`config.mk`:
```
export PLATFORM = sky130hd
export DESIGN_NAME = piso_serializer_flat
export DESIGN_NICKNAME = d
export VERILOG_FILES = /design/src/rtl/piso_serializer_pkg.sv /design/src/rtl/piso_serializer_if.sv /design/src/rtl/piso_serializer.sv /design/src/flat_wrapper.sv
export SDC_FILE = /design/constraint.sdc
export NUM_CORES = 1
export LEC_CHECK = 0
export CELL_PAD_IN_SITES_DETAIL_PLACEMENT = 1
export CELL_PAD_IN_SITES_GLOBAL_PLACEMENT = 1
export CORE_MARGIN = 4
export CORE_UTILIZATION = 30
export DETAILED_ROUTE_END_ITERATION = 10
export GPL_TIMING_DRIVEN = 1
export PLACE_DENSITY = 0.8
export SLEW_MARGIN = 20
export SYNTH_ARGS = -nofsm -noshare
export SYNTH_HDL_FRONTEND = slang
export SYNTH_SLANG_ARGS = --single-unit
```
`constraint.sdc`:
```
create_clock -name clk -period 2.4 [get_ports clk]
set_input_delay 0.72 -clock clk [delete_from_list [all_inputs] [get_ports clk]]
set_output_delay 0.72 -clock clk [all_outputs]
set_load 0.05 [all_outputs]
```
`src/rtl/piso_serializer_pkg.sv`:
```
// Shared types and helpers for the parallel-in, serial-out serializer.
package serializer_pkg;

  localparam int DEFAULT_WIDTH = 8;
  localparam int MAX_WIDTH     = 32;

  typedef enum logic [1:0] {
    IDLE   = 2'd0,
    SHIFT  = 2'd1,
    PARITY = 2'd2
  } ser_state_t;

  // Even parity: the appended bit makes the frame's total count of ones even.
  function automatic logic even_parity(input logic [MAX_WIDTH-1:0] data);
    return ^data;
  endfunction

endpackage

```
`src/rtl/piso_serializer_if.sv`:
```
// Word-in / bit-out bundle between a word source (master) and the serializer (slave).
interface piso_serializer_if
  import serializer_pkg::*;
#(
  parameter int WIDTH = DEFAULT_WIDTH
);

  logic [WIDTH-1:0] in_data;
  logic             in_valid;
  logic             in_ready;
  logic             ser_out;
  logic             ser_valid;
  logic             ser_last;
  logic             busy;

  modport master (
    output in_data, in_valid,
    input  in_ready, ser_out, ser_valid, ser_last, busy
  );

  modport slave (
    input  in_data, in_valid,
    output in_ready, ser_out, ser_valid, ser_last, busy
  );

endinterface

```
`src/rtl/piso_serializer.sv`:
```
// Serializes WIDTH-bit words onto a continuous one-bit stream, optionally
// followed by an even-parity bit, with zero-gap back-to-back frames.
module piso_serializer
  import serializer_pkg::*;
#(
  parameter int WIDTH     = DEFAULT_WIDTH,  // legal range 2..32
  parameter bit LSB_FIRST = 1'b1,
  parameter bit PARITY_EN = 1'b0
) (
  input logic             clk,
  input logic             reset,
  piso_serializer_if.slave bus
);

  localparam int              CNT_W    = $clog2(WIDTH + 1);
  localparam logic [CNT_W-1:0] LAST_IDX = CNT_W'(WIDTH - 1);

  localparam logic [1:0] S_IDLE   = IDLE;
  localparam logic [1:0] S_SHIFT  = SHIFT;
  localparam logic [1:0] S_PARITY = PARITY;

  logic [1:0]       state;
  logic [WIDTH-1:0] shreg;
  logic [CNT_W-1:0] cnt;
  logic             ser_out_q;
  logic             ser_valid_q;
  logic             ser_last_q;
  logic             parity_q;
  logic             accept;

  // Ready while idle or while the final bit of a frame is on the wire, so the
  // next word can start on the very next cycle.
  assign bus.in_ready  = reset && ((state == S_IDLE) || ser_last_q);
  assign accept        = bus.in_valid && bus.in_ready;

  assign bus.ser_out   = ser_out_q;
  assign bus.ser_valid = ser_valid_q;
  assign bus.ser_last  = ser_last_q;
  assign bus.busy      = (state != S_IDLE);

  // NOTE: sequential state is updated with non-blocking assignments only, so
  // every register samples the values that existed before this edge.
  always_ff @(posedge clk) begin
    if (!reset) begin
      // NOTE: the shift register is a handful of flops rather than a memory,
      // so it is cleared along with the control state.
      state       <= S_IDLE;
      shreg       <= '0;
      cnt         <= '0;
      ser_out_q   <= 1'b0;
      ser_valid_q <= 1'b0;
      ser_last_q  <= 1'b0;
      parity_q    <= 1'b0;
    end else if (accept) begin
      state       <= S_SHIFT;
      shreg       <= bus.in_data;
      cnt         <= '0;
      parity_q    <= even_parity(MAX_WIDTH'(bus.in_data));
      ser_out_q   <= LSB_FIRST ? bus.in_data[0] : bus.in_data[WIDTH-1];
      ser_valid_q <= 1'b1;
      ser_last_q  <= 1'b0;
    end else begin
      case (state)
        S_SHIFT: begin
          if (cnt == LAST_IDX) begin
            if (PARITY_EN) begin
              state      <= S_PARITY;
              ser_out_q  <= parity_q;
              ser_last_q <= 1'b1;
            end else begin
              state       <= S_IDLE;
              ser_out_q   <= 1'b0;
              ser_valid_q <= 1'b0;
              ser_last_q  <= 1'b0;
            end
          end else begin
            // The bit on the wire always sits at the outgoing end of shreg.
            shreg      <= LSB_FIRST ? (shreg >> 1) : (shreg << 1);
            ser_out_q  <= LSB_FIRST ? shreg[1] : shreg[WIDTH-2];
            cnt        <= cnt + 1'b1;
            ser_last_q <= !PARITY_EN && ((cnt + 1'b1) == LAST_IDX);
          end
        end
        default: begin
          state       <= S_IDLE;
          ser_out_q   <= 1'b0;
          ser_valid_q <= 1'b0;
          ser_last_q  <= 1'b0;
        end
      endcase
    end
  end

endmodule

```
`src/flat_wrapper.sv`:
```
// flat-port wrapper written by rule: the top's interface ports become plain ports
module piso_serializer_flat import serializer_pkg::*;
#(
  parameter int WIDTH     = DEFAULT_WIDTH,                      
  parameter bit LSB_FIRST = 1'b1,
  parameter bit PARITY_EN = 1'b0
)
  (clk, reset, bus_in_data, bus_in_valid, bus_in_ready, bus_ser_out, bus_ser_valid, bus_ser_last, bus_busy);
  piso_serializer_if #(.WIDTH(WIDTH)) bus_i ();
  input logic clk;
  input logic reset;
  input wire logic [$bits(bus_i.in_data)-1:0] bus_in_data;
  input wire logic [$bits(bus_i.in_valid)-1:0] bus_in_valid;
  output wire logic [$bits(bus_i.in_ready)-1:0] bus_in_ready;
  output wire logic [$bits(bus_i.ser_out)-1:0] bus_ser_out;
  output wire logic [$bits(bus_i.ser_valid)-1:0] bus_ser_valid;
  output wire logic [$bits(bus_i.ser_last)-1:0] bus_ser_last;
  output wire logic [$bits(bus_i.busy)-1:0] bus_busy;
  assign bus_i.in_data = bus_in_data;
  assign bus_i.in_valid = bus_in_valid;
  assign bus_in_ready = bus_i.in_ready;
  assign bus_ser_out = bus_i.ser_out;
  assign bus_ser_valid = bus_i.ser_valid;
  assign bus_ser_last = bus_i.ser_last;
  assign bus_busy = bus_i.busy;
  piso_serializer #(.WIDTH(WIDTH), .LSB_FIRST(LSB_FIRST), .PARITY_EN(PARITY_EN)) u_core (.clk(clk), .reset(reset), .bus(bus_i));
endmodule
```
==> metrics.log <==
INFO  metric run_status = complete, no violations
INFO  metric grt_max_degree = 16
INFO  metric worst_slew_margin_rel = 67.1%
INFO  metric finalWorstSetupSlack = 171 ps
INFO  metric synth-seq-area-share = 42.8%
INFO  metric initial_core_util = 32.4%
INFO  metric area_growth = 28.3%
INFO  metric first_pass_grt_wire_length = 2.58 mm
INFO  metric numClockSinks = 14
INFO  metric end_kind = output pin
INFO  metric number_of_gates_resized_after_cts = 0
INFO  metric cp_data_required_time = 1680 ps
INFO  metric place_congestion = 0.761
INFO  metric wire_per_inst = 12.6 µm
INFO  metric setup.worst_path.start_class = primary input
INFO  metric area_leader_netlist = dfxtp_1
INFO  metric layout-drive-gt1-share = 13.0%
INFO  metric fp-row-count = 16
INFO  metric io_buffers = 15
INFO  metric synth.top_cells.by_area = dfxtp_1 (43%), nand2_1 (11%), a31oi_1 (5.7%)
INFO  metric clk_path_buf_depth = 2
INFO  metric async_reset_ff_share = 0%
INFO  metric yosysUniqueCellTypes = 25
INFO  metric netlist.area_leader.share = 42.8%
INFO  metric nNetsFinal = 107
INFO  metric vias = approximately 580
INFO  metric grt_use_total = 12.0%
INFO  metric pwr_density_cell = 571 nW/µm²
INFO  metric post-place-cells = 116
INFO  metric final_max_slew_viol_count = 0
INFO  metric final_antenna_net_count = 0
INFO  metric pre_cts_slack = about 170 ps
INFO  metric worst_r2r_path_depth = 5
INFO  metric synth_most_common_cell = nand2_1
INFO  metric hold-worst-slack = roughly 470 ps
INFO  metric hold_buffers_post_cts = 0
INFO  metric floorplan.core_area = 2020 µm²
INFO  metric antenna_found_initial = 0
INFO  metric power.leakage = about 0.30 nW
INFO  metric cts_root_buf = clkbuf_4
INFO  metric drc_errors = 0
INFO  metric drt_wl_total = 1.50 mm
INFO  metric layout_min_cycle_time = 2230 ps
INFO  metric tritoncts = yes
INFO  metric tns = 0 ps
INFO  metric hold-path-cell-count = 2
INFO  metric die-width = around 55 µm
INFO  metric half_perimeter_wire_length_after_detailed_placement = 1.10 mm
INFO  metric pin_slew_with_the_least_headroom_to_its_limit = 492 ps
INFO  metric cts_buffers = 3
INFO  metric post-cts-setup-buffers = 0
INFO  metric setup_viol = 0
INFO  metric ioPinCount = 16
INFO  metric vdd.ir_drop.worst = between 0.0002 and 0.00025 V
INFO  metric syn_inst = a little under 80
INFO  metric synthTopCellsByCount = nand2_1 (20), dfxtp_1 (14), a31oi_1 (6), o21ai_0 (6)
INFO  metric clock-skew-final = 7.38 ps
INFO  metric synth_fp_nets = 90
INFO  metric layout.cells.non_filler = 119
INFO  metric critPathArrivalTime = around 1500 ps
INFO  metric diodes = 0
INFO  metric synth_warnings = 0
INFO  metric grt_setup_unrepaired = false
INFO  metric worst_skew_pair.late_latency = 280 ps
INFO  metric first_global_vias = roughly 580
INFO  metric grt_remaining_overflow = 0
INFO  metric final_hold_viol_count = 0
INFO  metric cap_violations = 0
INFO  metric crit_fanout = 2
INFO  metric synthFlopType = dfxtp_1
INFO  metric die_area = ~3000 µm²
INFO  metric route.detailed.vias_per_inst = 4.91
INFO  metric max_clock_freq = 449 MHz
INFO  metric worstHoldPathType = reg2reg
INFO  metric drt_pre_antenna_iters = 4
INFO  metric layout_worst_path_cycle_share = between 90% and 100%
INFO  metric criticalPathCategory = in2out
INFO  metric clkTransAtPathRegs = ~90 ps
INFO  metric die-height = 54.7 µm
INFO  metric syn_area = 654 µm²
INFO  metric synth_seq_cells = 14
INFO  metric detailedRoute.firstIterationViolations = 11
INFO  metric htreeDepth = 1
INFO  metric synth-edff-count = 0
INFO  metric synthesis.area_per_instance = 8.50 µm²
[final cells by class]
class                      count  area [µm²]
clock buffer                   3        22.5
fill                         254        1180
inverter                       1        3.75
multi-input combinational     58         337
sequential                    14         280
tap                           27        33.8
timing repair buffer          16         163
[registers in the layout, summed over array words and instances (netlist names)]
register / count
u_core.bus.ser_last: 1
u_core.bus.ser_out: 1
u_core.cnt: 4
u_core.shreg: 7
u_core.state: 1
[final timing paths]
| kind | end | start | slack, ps |
|---|---|---|---|
| setup / recovery | bus_in_ready | reset | 170 |
| hold / removal | u_core.shreg[3] | u_core.shreg[4] | 470 |
| setup reg to reg | u_core.shreg[1] | u_core.cnt[0] | 970 |
| hold reg to reg | u_core.shreg[3] | u_core.shreg[4] | 470 |
[layout by cell type, fill, tap and decap left out, types with 2 or more instances in the layout]
master | netlist | routed
nor2_1 | 2 | 2
dfxtp_1 | 14 | 14
nor3_1 | 2 | 2
buf_4 | 1 | 3
a31oi_1 | 6 | 6
a21oi_1 | 2 | 2
o21ai_0 | 6 | 6
xor2_1 | 2 | 2
ha_1 | 2 | 2
clkbuf_4 | 0 | 3
nand2_1 | 20 | 20
clkdlybuf4s50_1 | 0 | 12
a21boi_0 | 3 | 3
nand3_1 | 3 | 3
[layer usage]
| layer | share of wire [%] | routed length (µm) | GRT usage [%] |
|---|---|---|---|
| met3 | 6.4 | 96 | 2.45 |
| met4 | 1.6 | 24 | 6.22 |
| met2 | 48 | 726 | 20.5 |
| met1 | 43 | 650 | 14.1 |
| met5 | 0 | 0 | 0 |
[per-stage QoR]
stage	util (%)	power (mW)	cell area, µm²
detailed placement	40.4	0.352	817
floorplan	-	0.317	654
global placement	40.4	0.348	817
finish	41.5	0.480	840
CTS	41.5	0.484	840
global route	41.5	0.504	840
[cell families after synthesis]
| logic type | after synthesis | share of synthesized area (%) |
|---|---|---|
| compound gates | 18 | 17.2 |
| xor+xnor | 3 | 4.02 |
| fa+ha+maj | 2 | 3.82 |
| buf+inv | 5 | 5.74 |
| flops | 14 | 42.8 |
| simple gates | 35 | 26.4 |
[power by group]
| part | leakage (nW) | switching [mW] | internal, mW |
|---|---|---|---|
| Sequential | 0.114 | 0.00988 | 0.245 |
| Clock | 0.0138 | 0.0759 | 0.0583 |
| Combinational | 0.175 | 0.0491 | 0.0411 |
[critical path, cell delays in order]
cell and delay (ps):
clkdlybuf4s50_1 470, and2_1 170, buf_12 140
(Power assumes the default switching activity.)
